## config.mk

```make
export PLATFORM = sky130hd
export DESIGN_NAME = payload_engine_ctrl_flat
export DESIGN_NICKNAME = d
export VERILOG_FILES = /design/src/rtl/payload_engine_ctrl_if.sv /design/src/rtl/payload_engine_ctrl.sv /design/src/flat_wrapper.sv
export SDC_FILE = /design/constraint.sdc
export NUM_CORES = 1
export LEC_CHECK = 0
export CELL_PAD_IN_SITES_DETAIL_PLACEMENT = 1
export CELL_PAD_IN_SITES_GLOBAL_PLACEMENT = 2
export CORE_UTILIZATION = 25
export DETAILED_ROUTE_END_ITERATION = 12
export GPL_TIMING_DRIVEN = 0
export PLACE_DENSITY = 0.77
export SLEW_MARGIN = 20
export SYNTH_ARGS = -nofsm -noshare
export SYNTH_HDL_FRONTEND = slang
export SYNTH_SLANG_ARGS = --single-unit
```

## constraint.sdc

```tcl
create_clock -name clk -period 2.74 [get_ports clk]
set_clock_uncertainty 0.1 [all_clocks]
set_input_delay 0.411 -clock clk [delete_from_list [all_inputs] [get_ports clk]]
set_output_delay 0.411 -clock clk [all_outputs]
set_load 0.005 [all_outputs]
```

## src/rtl/payload_engine_ctrl_if.sv

```systemverilog
// ----------------------------------------------------------------------------
// payload_engine_ctrl_if
//   Bundles the two handshaked channels of payload_engine_ctrl:
//     - payload byte stream from the packet payload extractor (s_*)
//     - per-packet result channel (res_*)
//   Modports:
//     master : the surrounding system (drives bytes, consumes results)
//     slave  : payload_engine_ctrl (accepts bytes, produces results)
//   Parameters NUM_ENG / LEN_W must match the controller instance.
// ----------------------------------------------------------------------------
interface payload_engine_ctrl_if #(
    parameter int NUM_ENG = 16,
    parameter int LEN_W   = 16
) ();
    // payload byte stream
    logic               s_valid;
    logic               s_ready;
    logic [7:0]         s_data;
    logic               s_sop;
    logic               s_eop;

    // per-packet result
    logic               res_valid;
    logic               res_ready;
    logic [NUM_ENG-1:0] res_match;
    logic [LEN_W-1:0]   res_len;
    logic               res_trunc;
    logic               res_timeout;

    modport master (
        output s_valid, s_data, s_sop, s_eop, res_ready,
        input  s_ready, res_valid, res_match, res_len, res_trunc, res_timeout
    );

    modport slave (
        input  s_valid, s_data, s_sop, s_eop, res_ready,
        output s_ready, res_valid, res_match, res_len, res_trunc, res_timeout
    );
endinterface

```

## src/rtl/payload_engine_ctrl.sv

```systemverilog
// ----------------------------------------------------------------------------
// payload_engine_ctrl
//   Feeds one packet payload at a time into a bank of NUM_ENG regex engines
//   that share a single byte stream. Per packet: pulse eng_sod to clear the
//   engines, issue one eng_en per forwarded byte, issue DRAIN_CYC drain
//   enables with eng_char_vld=0, snapshot the sticky eng_match bits and
//   hand back a result over a valid/ready channel.
//
//   Ports
//     clk, rst_n    clock (rising edge), asynchronous active-low reset
//     bus           payload_engine_ctrl_if.slave: s_* byte stream in,
//                   res_* result out
//     eng_sod       engine clear, registered, high during reset
//     eng_en        engine clock-enable, registered
//     eng_char      byte to the char decoder, registered
//     eng_char_vld  0 makes the decoder drive all in_* lines low
//     eng_match     sticky engine match outputs
//     busy          controller is not IDLE
//
//   Optional feature: define PE_CTRL_TIMEOUT_EN to force a drain after
//   TIMEOUT consecutive idle cycles inside a packet (res_timeout=1).
//   Without it the controller waits indefinitely for eop.
// ----------------------------------------------------------------------------
module payload_engine_ctrl #(
    parameter int NUM_ENG   = 16,
    parameter int LEN_W     = 16,
    parameter int MAX_LEN   = 1500,
    parameter int DRAIN_CYC = 2,
    parameter int TIMEOUT   = 1024
) (
    input  logic                 clk,
    input  logic                 rst_n,
    payload_engine_ctrl_if.slave bus,
    output logic                 eng_sod,
    output logic                 eng_en,
    output logic [7:0]           eng_char,
    output logic                 eng_char_vld,
    input  logic [NUM_ENG-1:0]   eng_match,
    output logic                 busy
);

    typedef enum logic [2:0] {
        IDLE   = 3'd0,
        CLEAR  = 3'd1,
        STREAM = 3'd2,
        DRAIN  = 3'd3,
        RESULT = 3'd4
    } state_t;

    localparam int DCNT_W = $clog2(DRAIN_CYC + 1);

    state_t            state, state_nxt;
    logic              s_ready_c;
    logic              accept;
    logic              drain_done;
    logic              stall_hit;
    logic [DCNT_W-1:0] dcnt;
    logic [LEN_W-1:0]  len;
    logic              trunc;
    logic              tout;

    assign accept = bus.s_valid & s_ready_c;
    assign busy   = (state != IDLE);
    assign bus.s_ready = s_ready_c;

    // DRAIN lasts DRAIN_CYC+1 cycles: DRAIN_CYC enable cycles, then one
    // cycle in which the match vector is captured, so the last drain
    // enable has been seen by the engines before the snapshot.
    assign drain_done = (state == DRAIN) && (dcnt == DCNT_W'(DRAIN_CYC));

`ifdef PE_CTRL_TIMEOUT_EN
    localparam int TCNT_W = $clog2(TIMEOUT + 1);
    logic [TCNT_W-1:0] tcnt;

    // s_ready is 1 throughout STREAM, so "no accept" == "s_valid low".
    assign stall_hit = (state == STREAM) && !bus.s_valid &&
                       (tcnt == TCNT_W'(TIMEOUT - 1));

    always_ff @(posedge clk or negedge rst_n) begin
        if (!rst_n)
            tcnt <= '0;
        else if (state != STREAM || accept)
            tcnt <= '0;
        else
            tcnt <= tcnt + TCNT_W'(1);
    end
`else
    assign stall_hit = 1'b0;
`endif

    // ---------------- state register ----------------
    always_ff @(posedge clk or negedge rst_n) begin
        if (!rst_n) state <= IDLE;
        else        state <= state_nxt;
    end

    // ---------------- next state / s_ready ----------------
    always_comb begin
        state_nxt = state;
        s_ready_c = 1'b0;
        case (state)
            IDLE: begin
                // stray bytes outside a packet are swallowed; a sop byte is
                // held off until the engines have been cleared
                s_ready_c = bus.s_valid & ~bus.s_sop;
                if (bus.s_valid && bus.s_sop) state_nxt = CLEAR;
            end
            CLEAR:  state_nxt = STREAM;
            STREAM: begin
                s_ready_c = 1'b1;
                if ((bus.s_valid && bus.s_eop) || stall_hit) state_nxt = DRAIN;
            end
            DRAIN:  if (drain_done) state_nxt = RESULT;
            RESULT: if (bus.res_ready) state_nxt = IDLE;
            default: state_nxt = IDLE;
        endcase
    end

    // ---------------- engine drive / packet bookkeeping ----------------
    always_ff @(posedge clk or negedge rst_n) begin
        if (!rst_n) begin
            eng_sod         <= 1'b1;
            eng_en          <= 1'b0;
            eng_char        <= 8'h00;
            eng_char_vld    <= 1'b0;
            len             <= '0;
            trunc           <= 1'b0;
            tout            <= 1'b0;
            dcnt            <= '0;
            bus.res_valid   <= 1'b0;
            bus.res_match   <= '0;
            bus.res_len     <= '0;
            bus.res_trunc   <= 1'b0;
            bus.res_timeout <= 1'b0;
        end else begin
            eng_sod      <= (state == CLEAR);
            eng_en       <= 1'b0;
            eng_char_vld <= 1'b0;
            case (state)
                CLEAR: begin
                    len   <= '0;
                    trunc <= 1'b0;
                    tout  <= 1'b0;
                    dcnt  <= '0;
                end
                STREAM: begin
                    if (accept) begin
                        if (len < LEN_W'(MAX_LEN)) begin
                            eng_en       <= 1'b1;
                            eng_char     <= bus.s_data;
                            eng_char_vld <= 1'b1;
                            len          <= len + LEN_W'(1);
                        end else begin
                            // over-length bytes are consumed but not forwarded
                            trunc <= 1'b1;
                        end
                    end
                    if (stall_hit) tout <= 1'b1;
                end
                DRAIN: begin
                    if (!drain_done) begin
                        eng_en   <= 1'b1;
                        eng_char <= 8'h00;
                        dcnt     <= dcnt + DCNT_W'(1);
                    end else begin
                        bus.res_match   <= eng_match;
                        bus.res_len     <= len;
                        bus.res_trunc   <= trunc;
                        bus.res_timeout <= tout;
                        bus.res_valid   <= 1'b1;
                    end
                end
                RESULT: if (bus.res_ready) bus.res_valid <= 1'b0;
                default: ;
            endcase
        end
    end

endmodule

```

## src/flat_wrapper.sv

```systemverilog
// flat-port wrapper written by rule: the top's interface ports become plain ports
module payload_engine_ctrl_flat 
#(
    parameter int NUM_ENG   = 16,
    parameter int LEN_W     = 16,
    parameter int MAX_LEN   = 1500,
    parameter int DRAIN_CYC = 2,
    parameter int TIMEOUT   = 1024
)
  (clk, rst_n, eng_sod, eng_en, eng_char, eng_char_vld, eng_match, busy, bus_s_valid, bus_s_data, bus_s_sop, bus_s_eop, bus_res_ready, bus_s_ready, bus_res_valid, bus_res_match, bus_res_len, bus_res_trunc, bus_res_timeout);
  payload_engine_ctrl_if #(.NUM_ENG(NUM_ENG), .LEN_W(LEN_W)) bus_i ();
  input  logic clk;
  input  logic rst_n;
  output logic eng_sod;
  output logic eng_en;
  output logic [7:0] eng_char;
  output logic eng_char_vld;
  input  logic [NUM_ENG-1:0] eng_match;
  output logic busy;
  input wire logic [$bits(bus_i.s_valid)-1:0] bus_s_valid;
  input wire logic [$bits(bus_i.s_data)-1:0] bus_s_data;
  input wire logic [$bits(bus_i.s_sop)-1:0] bus_s_sop;
  input wire logic [$bits(bus_i.s_eop)-1:0] bus_s_eop;
  input wire logic [$bits(bus_i.res_ready)-1:0] bus_res_ready;
  output wire logic [$bits(bus_i.s_ready)-1:0] bus_s_ready;
  output wire logic [$bits(bus_i.res_valid)-1:0] bus_res_valid;
  output wire logic [$bits(bus_i.res_match)-1:0] bus_res_match;
  output wire logic [$bits(bus_i.res_len)-1:0] bus_res_len;
  output wire logic [$bits(bus_i.res_trunc)-1:0] bus_res_trunc;
  output wire logic [$bits(bus_i.res_timeout)-1:0] bus_res_timeout;
  assign bus_i.s_valid = bus_s_valid;
  assign bus_i.s_data = bus_s_data;
  assign bus_i.s_sop = bus_s_sop;
  assign bus_i.s_eop = bus_s_eop;
  assign bus_i.res_ready = bus_res_ready;
  assign bus_s_ready = bus_i.s_ready;
  assign bus_res_valid = bus_i.res_valid;
  assign bus_res_match = bus_i.res_match;
  assign bus_res_len = bus_i.res_len;
  assign bus_res_trunc = bus_i.res_trunc;
  assign bus_res_timeout = bus_i.res_timeout;
  payload_engine_ctrl #(.NUM_ENG(NUM_ENG), .LEN_W(LEN_W), .MAX_LEN(MAX_LEN), .DRAIN_CYC(DRAIN_CYC), .TIMEOUT(TIMEOUT)) u_core (.clk(clk), .rst_n(rst_n), .bus(bus_i), .eng_sod(eng_sod), .eng_en(eng_en), .eng_char(eng_char), .eng_char_vld(eng_char_vld), .eng_match(eng_match), .busy(busy));
endmodule
```

---- Word level (Yosys, flattened, before mapping) ----
Index checks and enable logic that the tools add are counted.
cells by class
  reduce and logical (&&, ||, !) cells .... 16
  $add $sub $neg .......................... 2
  bitwise operators ....................... 3
  equal/unequal tests ..................... 13
  mux-type cells .......................... 26
  order comparisons ....................... 1
operator list
  kind                     number
  $mux W16                 2
  $pmux W16 S2             1
  $mux W8                  3
  $add A16 B1 Y16 const B  1
  $lt A16 B11 Y1 const B   1
  $pmux W8 S2              1
  $pmux W3 S5              1
  $mux W3                  4
  $ne A2 B1 Y1 const B     5
  $reduce_and A3 Y1        3
  $mux W1                  8
  $pmux W1 S2              4
  $reduce_and A4 Y1        2
  $reduce_bool A2 Y1       4
  $eq A3 B2 Y1 const B     2
  $ne A2 B2 Y1 const B     3
  $pmux W2 S2              1
  $reduce_and A2 Y1        2
  $eq A3 B1 Y1 const B     1
  $eq A3 B3 Y1 const B     1
  $logic_and A1 B1 Y1      3
  $logic_not A3 Y1         1
  $reduce_bool A3 Y1       1
  $add A2 B1 Y2 const B    1
  other kinds (4)          5
storage, ports and cells
  input bits .............................. 30
  logic and storage cells ................. 73
  output and inout port bits .............. 48
  register bits after elaboration ......... 67

---- Depth between registers and ports, before layout ----
Gate-level depths: netlist of the first run.
  depth in word-level cells ............... 6
  mapped depth ............................ 7
  depth with buffers taken out ............ 5

---- Worst setup path after synthesis of the first run ----
OpenSTA, ideal clock, no wires.
  path kind ............................... reg-to-reg
  from .................................... register u_core.len[11]
  to ...................................... register u_core.len[9]
  arrival ................................. 1628 ps
  setup slack ............................. 946 ps
  clock period less this slack ............ 1794 ps
  library setup time ...................... 66 ps
  data required time ...................... 2574 ps
  buffers on the path ..................... 2
  cell stages (with the launch flop) ...... 7
  path through ............................ dfrtp_1 -> nand2b_1 -> or4_4 -> buf_6 -> a21oi_4 -> buf_6 -> a221o_1
on the way
  word-level cells in the longest chain between the ends .. 3
ends and longest elaborated chain
  what                                line                        text
  start, declared                     payload_engine_ctrl.sv:58   logic [LEN_W-1:0] len;
  start signal, assigned              payload_engine_ctrl.sv:152  len <= len + LEN_W'(1);
  $lt A16 B11 Y1                      payload_engine_ctrl.sv:148  if (len < LEN_W'(MAX_LEN)) begin
  $ne A2 B1 Y1 (no source line)       --
  $reduce_and A3 Y1 (no source line)  --
Every way passes these cells.
A chain may end at the register's enable or synchronous reset.

---- Worst setup path in the final report of the first run ----
  from .................................... input bus_s_valid
  to ...................................... output bus_s_ready
on the way
  word-level cells in the longest chain between the ends .. 2
ends and longest elaborated chain
  what             line                        text
  start, declared  flat_wrapper.sv:20          input wire logic [$bits(bus_i.s_valid)-1:0] bus_s_valid;
  $and A1 B1 Y1    payload_engine_ctrl.sv:105  s_ready_c = bus.s_valid & ~bus.s_sop;
  $pmux W1 S2      payload_engine_ctrl.sv:101  case (state)
  end, declared    flat_wrapper.sv:25          output wire logic [$bits(bus_i.s_ready)-1:0] bus_s_ready;
Every way passes these cells.

==> flow_summary.toml, run 1 <==
[clock_tree]
clockBufferDepth = 2
cts_tree = "done"
htree_levels = 3
cts_setup_buffers = 0
numCtsBuffers = 9
post_cts_resized = 0
insertion_delay_ns = 0.33
clock-sinks = 67
cts_root_buf = "clkbuf_16"
path_clk_slew_ns = 0.06

[synthesis]
ys_warn_count = 0
ys.flop_type = "dfrtp_1"
synth_top_area_share_pct = 57.5
yosysSeqAreaShare_pct = 58.4
synth-edff-count = 0
async_flop_share_pct = 100
ys_ff_latch = 67
yosys.area.top_type = "dfrtp_1"
netlist_area_sq_um = 2870
syn_area_per_cell_sq_um = 12.2
synthDistinctLibCells = 45
syn_nets = 267
synthTopCellsByArea = "dfrtp_1, mux2_2, nand2b_1"
syn_inst = 235

[grt]
grt_pass1_wl_um = 11600
antenna_found_initial = 0
grt_pass1_vias = 2337
grt_max_degree = 36
grt_use_total_pct = 13.0
grt_overflow = 0

[worst_setup_path]
arrival_ns = 1.69
path_class = "primary input to output pin"
end_kind = "output pin"
crit_start = "bus_s_valid"
reg2regPathDepth = 5
r2r_start = "u_core.dcnt[0]$_DFFE_PN0P_"
worstSetupEndpoint = "bus_s_ready"
critPathRequiredTime_ns = 2.23
startpoint_type = "primary input"
reg2reg_slack_ns = 0.59
reg2reg_to = "u_core.bus.res_len[14]$_DFFE_PN0P_"
worstPathMaxFanout = 4

[place]
placed_cells = 452
place_congestion = 0.744
dpl-instance-area_sq_um = 3830
dp_slack_ns = 0.226
port_buffers = 76
dp_hpwl_um = 5170

[floorplan]
rows = 38
die_area_sq_um = 11900
die_h_um = 109
fp.dieW_um = 109
num_io_pins = 78
start_util_pct = 26.1
core_area_sq_um = 11000

[final_layout]
drive_gt1_share_pct = 20.1
nets = 356
final_util_pct = 38.0
mostFrequentLayoutCells = "clkdlybuf4s50_1, dfrtp_1, mux2_2"
final_cell_area_sq_um = 4190
layout_commonest_cell = "clkdlybuf4s50_1"
syn2layout_area_growth_pct = 45.7
finalNonFillerCells = 469
n_antenna_cell = 0

[min_path]
hp-class = "register to register"
holdCritStartpoint = "u_core.bus.res_len[10]$_DFFE_PN0P_"
min_path_cells = 2

[timing]
slew_headroom_pct = 62.1
setup_viol = 0
fin_ws_ns = 0.544
drv_slew = 0
finalHoldViolations = 0
max_slew.worst_pin.slew_ns = 0.566
fin_crit_ns = 2.20
hold_ws_ns = 0.378
tns_ns = 0
period_share_pct = 80.2
fmax_mhz = 455
rsz0062_at_grt = "false"

[power_and_ir_drop]
ir_drop_mv = 0.482
p_total_mw = 4.19
p_leak_nw = 1.82
p_per_area_nw_per_um2 = 1000

[routing]
ant_nets = 0
drc = 0
vias = 2173
detail_route.wl_per_cell_um = 15.4
wirelength_um = 7230
routed_via_density = 4.63
first_iter_violations = 69
firstDrtPassIters = 4

[run]
max_cap_violations = 0

[outcome]
status = "completed"
-- worst max-delay path: stages --
cell	delay, ns
clkdlybuf4s50_1	0.53
a21oi_1	0.08
nor3_1	0.13
clkdlybuf4s50_1	0.53
-- timing repair --
item                       in CTS  in global routing
hold endpoints to repair       32                  0
setup endpoints to repair       0                  0
hold buffers                    1                  0
-- where the power goes --
part | total (mW) | leakage (nW) | internal [mW] | switching (mW)
clock | 1.35 | 0.167 | 0.896 | 0.452
combinational | 1.37 | 0.786 | 0.819 | 0.550
sequential | 1.47 | 0.865 | 1.29 | 0.184
-- worst min path at each step --
stage	endpoint	slack, ns
4_1_cts	u_core.bus.res_len[10]$_DFFE_PN0P_	0.39
3_5_place_dp	u_core.bus.res_len[5]$_DFFE_PN0P_	0.28
5_1_grt	u_core.bus.res_match[1]$_DFFE_PN0P_	0.42
2_1_floorplan	u_core.bus.res_len[0]$_DFFE_PN0P_	0.02
6_report	u_core.bus.res_len[10]$_DFFE_PN0P_	0.38
3_3_place_gp	u_core.bus.res_len[10]$_DFFE_PN0P_	0.36
-- cell families (layout without fill, tap and decap cells) --
group / after synthesis / after routing / share of synthesized area [%]
buffers and inverters: 18 / 112 / 3.40
and+or+nand+nor: 77 / 77 / 15.5
muxes: 34 / 34 / 13.3
adders and majority gates: 2 / 2 / 0.871
AOI/OAI and AO/OA: 36 / 36 / 8.40
other: 1 / 1 / 0.130
DFF: 67 / 67 / 58.4
-- flip-flops by register name (all words and copies together), names as in the netlist --
| register | count |
|---|---|
| u_core.eng_char | 8 |
| u_core.bus.res_trunc | 1 |
| u_core.eng_sod | 1 |
| u_core.trunc | 1 |
| u_core.eng_en | 1 |
| u_core.eng_char_vld | 1 |
| u_core.bus.res_len | 16 |
| u_core.len | 16 |
| u_core.state | 3 |
| u_core.dcnt | 2 |
| u_core.bus.res_match | 16 |
| u_core.bus.res_valid | 1 |
-- area by class of cell --
class	instances	area [sq um]
buffer	13	78.8
inverter	5	18.8
timing repair buffer	78	788
clock buffer	9	225
multi-input combinational	150	1100
sequential	67	1680
tap	140	175
clock inverter	7	124
fill	1210	6840
-- Yosys cell counts, types with 3 or more instances --
library cell and count:
a21oi_1 6, a221o_1 5, and2_1 7, buf_2 6, clkbuf_1 3, dfrtp_1 66, inv_1 5, mux2_2 32
nand2_1 10, nand2b_1 11, nand3_1 13, nor2_1 5, nor3_1 7, nor4_1 4, o21ai_0 13, or3_1 4
-- layer usage --
layer | vias up | track usage [%] | share of wire, %
li1 | 1021 | - | -
met1 | 1096 | 16.0 | 45
met2 | 45 | 21.7 | 50
met3 | 11 | 3.11 | 4.3
met4 | 0 | 5.43 | 1.5
met5 | - | 0 | 0
(Power assumes the default switching activity.)
==> run 2: changes to the inputs <==
Settings changed: PLACE_DENSITY 0.77 to 0.8.
Clock period 2.74 ns to 1.95 ns, I/O delays scaled along.
==> flow_summary.toml, run 2 (synthesized netlist as in run 1, its figures left out) <==
[outcome]
status = "completed"

[power_and_ir_drop]
p_per_area_nw_per_um2 = 1380
p_total_mw = 6.07
ir_drop_mv = 0.536
p_leak_nw = 1.93

[worst_setup_path]
arrival_ns = 2.06
end_kind = "register"
crit_start = "u_core.state[2]$_DFFE_PN0P_"
reg2reg_slack_ns = 0.05
reg2reg_to = "u_core.len[10]$_DFFE_PN0P_"
path_class = "register to register"
critPathRequiredTime_ns = 2.11
startpoint_type = "register"
worstPathMaxFanout = 7
reg2regPathDepth = 5
r2r_start = "u_core.state[2]$_DFFE_PN0P_"

[final_layout]
n_antenna_cell = 0
drive_gt1_share_pct = 28.4
largestRegisters = "u_core.bus.res_len x16, u_core.bus.res_match x16, u_core.len x16"
final_cell_area_sq_um = 4400
layout_commonest_cell = "clkdlybuf4s50_1"
final_util_pct = 39.8
syn2layout_area_growth_pct = 52.9
finalNonFillerCells = 482
mostFrequentLayoutCells = "clkdlybuf4s50_1, dfrtp_1, mux2_2"
nets = 369

[place]
place_congestion = 0.748
dp_slack_ns = -0.494
port_buffers = 76
dpl-instance-area_sq_um = 3830
dp_hpwl_um = 5090
placed_cells = 452

[timing]
finalHoldViolations = 0
setup_viol = 0
period_share_pct = 97.5
fin_ws_ns = 0.0497
rsz0062_at_grt = "true"
fmax_mhz = 526
fin_crit_ns = 1.90
drv_slew = 0

[routing]
first_iter_violations = 67
drc = 0
ant_nets = 0
wirelength_um = 7400
firstDrtPassIters = 4
detail_route.wl_per_cell_um = 15.4
routed_via_density = 4.62
vias = 2228

[min_path]
hp-class = "primary input to asynchronous set/reset pin"

[floorplan]
start_util_pct = 26.1
die_area_sq_um = 11900
num_io_pins = 78
fp.dieW_um = 109
die_h_um = 109
rows = 38
core_area_sq_um = 11000

[clock_tree]
insertion_delay_ns = 0.33
clockBufferDepth = 2
cts_tree = "done"
numCtsBuffers = 9
htree_levels = 3
path_clk_slew_ns = 0.06
clock-sinks = 67
cts_root_buf = "clkbuf_16"

[grt]
grt_max_degree = 40
grt_pass1_wl_um = 12000
grt_pass1_vias = 2305
grt_use_total_pct = 13.3
antenna_found_initial = 0
grt_overflow = 0

[run]
max_cap_violations = 0
## run 2: cell types whose count changed in the layout (fill, tap and decap cells not counted), moves of 3 or more
cell             previous run  this run
buf_4                       3        16
clkdlybuf4s50_1            75        72
dfrtp_1                    66        63
dfrtp_2                     0         3
nand3_1                    13        10
## run 2: worst max-delay path: stages, from the launching register on
cell and delay, ns:
dfrtp_2 0.45, and4bb_2 0.37, nand3_2 0.13, buf_6 0.15, or4_4 0.51, a21oi_2 0.12
## run 2: final cells by class
class | count | area (sq um)
clock buffers | 11 | 243
multi-input cells | 150 | 1190
fillers | 1189 | 6640
plain buffers | 12 | 86.3
well taps | 140 | 175
inverters | 5 | 18.8
flip-flops and latches | 67 | 1680
clock inverters | 5 | 100
repair buffers | 92 | 897
## run 2: how the worst max path moves through the flow
| stage | end | slack, ns | depth (start not counted) |
|---|---|---|---|
| floorplan | u_core.len[9]$_DFFE_PN0P_ | 0.16 | 6 |
| CTS | u_core.eng_char[0]$_DFFE_PN0P_ | 0.002 | 5 |
| finish | u_core.len[10]$_DFFE_PN0P_ | 0.05 | 5 |
| detailed placement | u_core.eng_char[0]$_DFFE_PN0P_ | -0.49 | 6 |
| global route | u_core.len[10]$_DFFE_PN0P_ | -0.02 | 5 |
| global placement | u_core.bus.res_match[9]$_DFFE_PN0P_ | -1.81 | 1 |
## run 2: power breakdown
part | total, mW | internal (mW) | switching, mW | leakage, nW
clock | 1.85 | 1.28 | 0.569 | 0.169
combinational | 2.15 | 1.30 | 0.853 | 0.900
sequential | 2.06 | 1.81 | 0.251 | 0.861
## run 2: what timing repair did
item | 4_1_cts | 5_1_grt
setup endpoints to repair | 54 | 45
endpoints found under the hold margin | 28 | 0
cloned | 1 | 0
pin swaps | 5 | 4
buffers inserted | 8 | 5
gates resized for setup | 21 | 14
hold buffers | 1 | 0
## run 2: stage by stage
stage               TNS (ns)  hold slack [ns]
floorplan                  0           -0.103
global placement     -129.36            0.364
detailed placement    -11.63            0.140
CTS                        0            0.338
global route         -0.0836            0.359
finish                     0            0.328
## run 2: per-layer routing
metal	vias to the layer above	global-route usage, %	part of all wire, %
met2	55	21.5	48
met1	1122	16.8	45
li1	1041	-	-
met5	-	0	0
met3	10	3.65	5.9
met4	0	5.71	1.1
==> run 3: changes to the inputs <==
Settings changed: CTS_CLUSTER_SIZE from default to 8, PLACE_DENSITY 0.8 to 0.77.
Clock period 1.95 ns to 2.35 ns, I/O delays scaled along.
==> flow_summary.toml, run 3 (synthesized netlist as in run 1, its figures left out) <==
[final_layout]
syn2layout_area_growth_pct = 45.8
final_cell_area_sq_um = 4190
n_antenna_cell = 0
regArea_sq_um = 1680
largestRegisters = "u_core.bus.res_len x16, u_core.bus.res_match x16, u_core.len x16"
multi_input_area_sq_um = 1100
drive_gt1_share_pct = 20.4
layout_commonest_cell = "clkdlybuf4s50_1"
mostFrequentLayoutCells = "clkdlybuf4s50_1, dfrtp_1, mux2_2"
fill_cells = 1208
nets = 356

[power_and_ir_drop]
p_leak_nw = 1.82
power_frac_clock_pct = 32.2
p_sw_share_pct = 28.4
p_switching_mw = 1.39
p_comb_share_pct = 32.7
p_int_mw = 3.50
ir_drop_mv = 0.562
p_per_area_nw_per_um2 = 1170
p_seq_share_pct = 35.1

[routing]
vias = 2174
ant_nets = 0
drc = 0
routed_via_density = 4.64
wl_met2_um = 3590
firstDrtPassIters = 4
first_iter_violations = 69
wl_met1_um = 3230
highest_layer = "met4"
wirelength_um = 7230
met3_length_um = 312
detail_route.wl_per_cell_um = 15.4

[worst_setup_path]
startpoint_type = "register"
worstPathMaxFanout = 10
end_kind = "output pin"
critPathRequiredTime_ns = 1.90
arrival_ns = 1.68
path_class = "register to output pin"

[place]
dpl-instance-area_sq_um = 3830
port_buffers = 76
dp_hpwl_um = 5170
place_congestion = 0.744

[clock_tree]
path_clk_slew_ns = 0.06
numCtsBuffers = 9
clock-sinks = 67
htree_levels = 3
clockBufferDepth = 2
cts_setup_buffers = 0
cts_root_buf = "clkbuf_16"
insertion_delay_ns = 0.33
cts_tree = "done"

[timing]
drv_slew = 0
fmax_mhz = 469
period_share_pct = 90.8
fin_crit_ns = 2.13
tns_ns = 0
rsz0062_at_grt = "false"
hold_ws_ns = 0.378
slew_headroom_pct = 62.1
setup_viol = 0
max_slew.worst_pin.slew_ns = 0.567
finalHoldViolations = 0

[grt]
grt_overflow = 0
antenna_found_initial = 0
grt_use_total_pct = 13.0
grt_pass1_vias = 2337
grt_pass1_wl_um = 11600
grt_max_degree = 36

[floorplan]
die_area_sq_um = 11900
die_h_um = 109
num_io_pins = 78
core_area_sq_um = 11000
fp.dieW_um = 109
start_util_pct = 26.1
rows = 38

[run]
max_cap_violations = 0

[outcome]
status = "completed"

[min_path]
hp-class = "register to register"
==> run 3: cell types whose count changed in the layout (fill, tap and decap cells not counted), sizes merged <==
cell | previous run | this run
inv | 5 | 7
clkbuf | 14 | 12
dlygate4sd2 | 2 | 0
clkdlybuf4s50 | 72 | 75
clkinv | 2 | 1
clkinvlp | 0 | 1
dlymetal6s2s | 1 | 0
buf | 25 | 12
==> run 3: worst paths after layout <==
path	startpoint	end	slack [ns]	depth (start not counted)
setup / recovery	u_core.state[1]$_DFFE_PN0P_	busy	0.22	3
hold / removal	u_core.bus.res_len[10]$_DFFE_PN0P_	u_core.bus.res_len[10]$_DFFE_PN0P_	0.38	2
setup reg to reg	u_core.state[2]$_DFFE_PN0P_	u_core.eng_char[0]$_DFFE_PN0P_	0.24	5
hold reg to reg	u_core.bus.res_len[10]$_DFFE_PN0P_	u_core.bus.res_len[10]$_DFFE_PN0P_	0.38	2
max in group asynchronous	rst_n	u_core.eng_sod$_DFF_PN1_	1.15	3
min in group asynchronous	rst_n	u_core.bus.res_len[5]$_DFFE_PN0P_	0.40	2
==> run 3: through the flow <==
step | instances | worst slack [ns] | util (%) | total power [mW]
CTS | 469 | 0.154 | 38.0 | 4.96
global route | 469 | 0.0857 | 38.0 | 5.19
floorplan | 235 | 0.556 | - | 2.45
detailed placement | 452 | -0.105 | 34.7 | 3.36
finish | 469 | 0.216 | 38.0 | 4.89
global placement | 451 | -1.54 | 34.5 | 3.29
==> run 3: layout make-up <==
class                           instances  area share (%)
Clock inverter                          7            2.96
Tap cell                              140            4.18
Buffer                                 13            1.88
Timing Repair Buffer                   78            18.8
Inverter                                5           0.448
Sequential cell                        67            40.0
Multi-Input combinational cell        150            26.3
Clock buffer                            9            5.37
==> run 3: power groups by stage <==
stage	registers [mW]	clock network, mW	logic, mW
after floorplan	1.72	0	0.735
after global placement	1.71	0	1.57
after detailed placement	1.74	0	1.62
after CTS	1.72	1.61	1.64
after global routing	1.77	1.66	1.77
final	1.72	1.57	1.60
==> run 3: per-layer routing <==
layer  vias to the layer above  track usage [%]
li1                       1021                -
met1                      1097             16.0
met2                        45             21.7
met3                        11             3.11
met4                         0             5.43
met5                         -                0
==> run 3: worst max-delay path, cell delays in order, from the launching register on <==
cell	delay [ns]
dfrtp_1	0.35
buf_2	0.17
or3_1	0.38
clkdlybuf4s50_1	0.45
==> run 3: timing repair <==
item	in CTS	in global routing
hold buffers	1	0
setup endpoints to repair	0	5
hold endpoints to repair	32	0
gates resized for setup	0	1
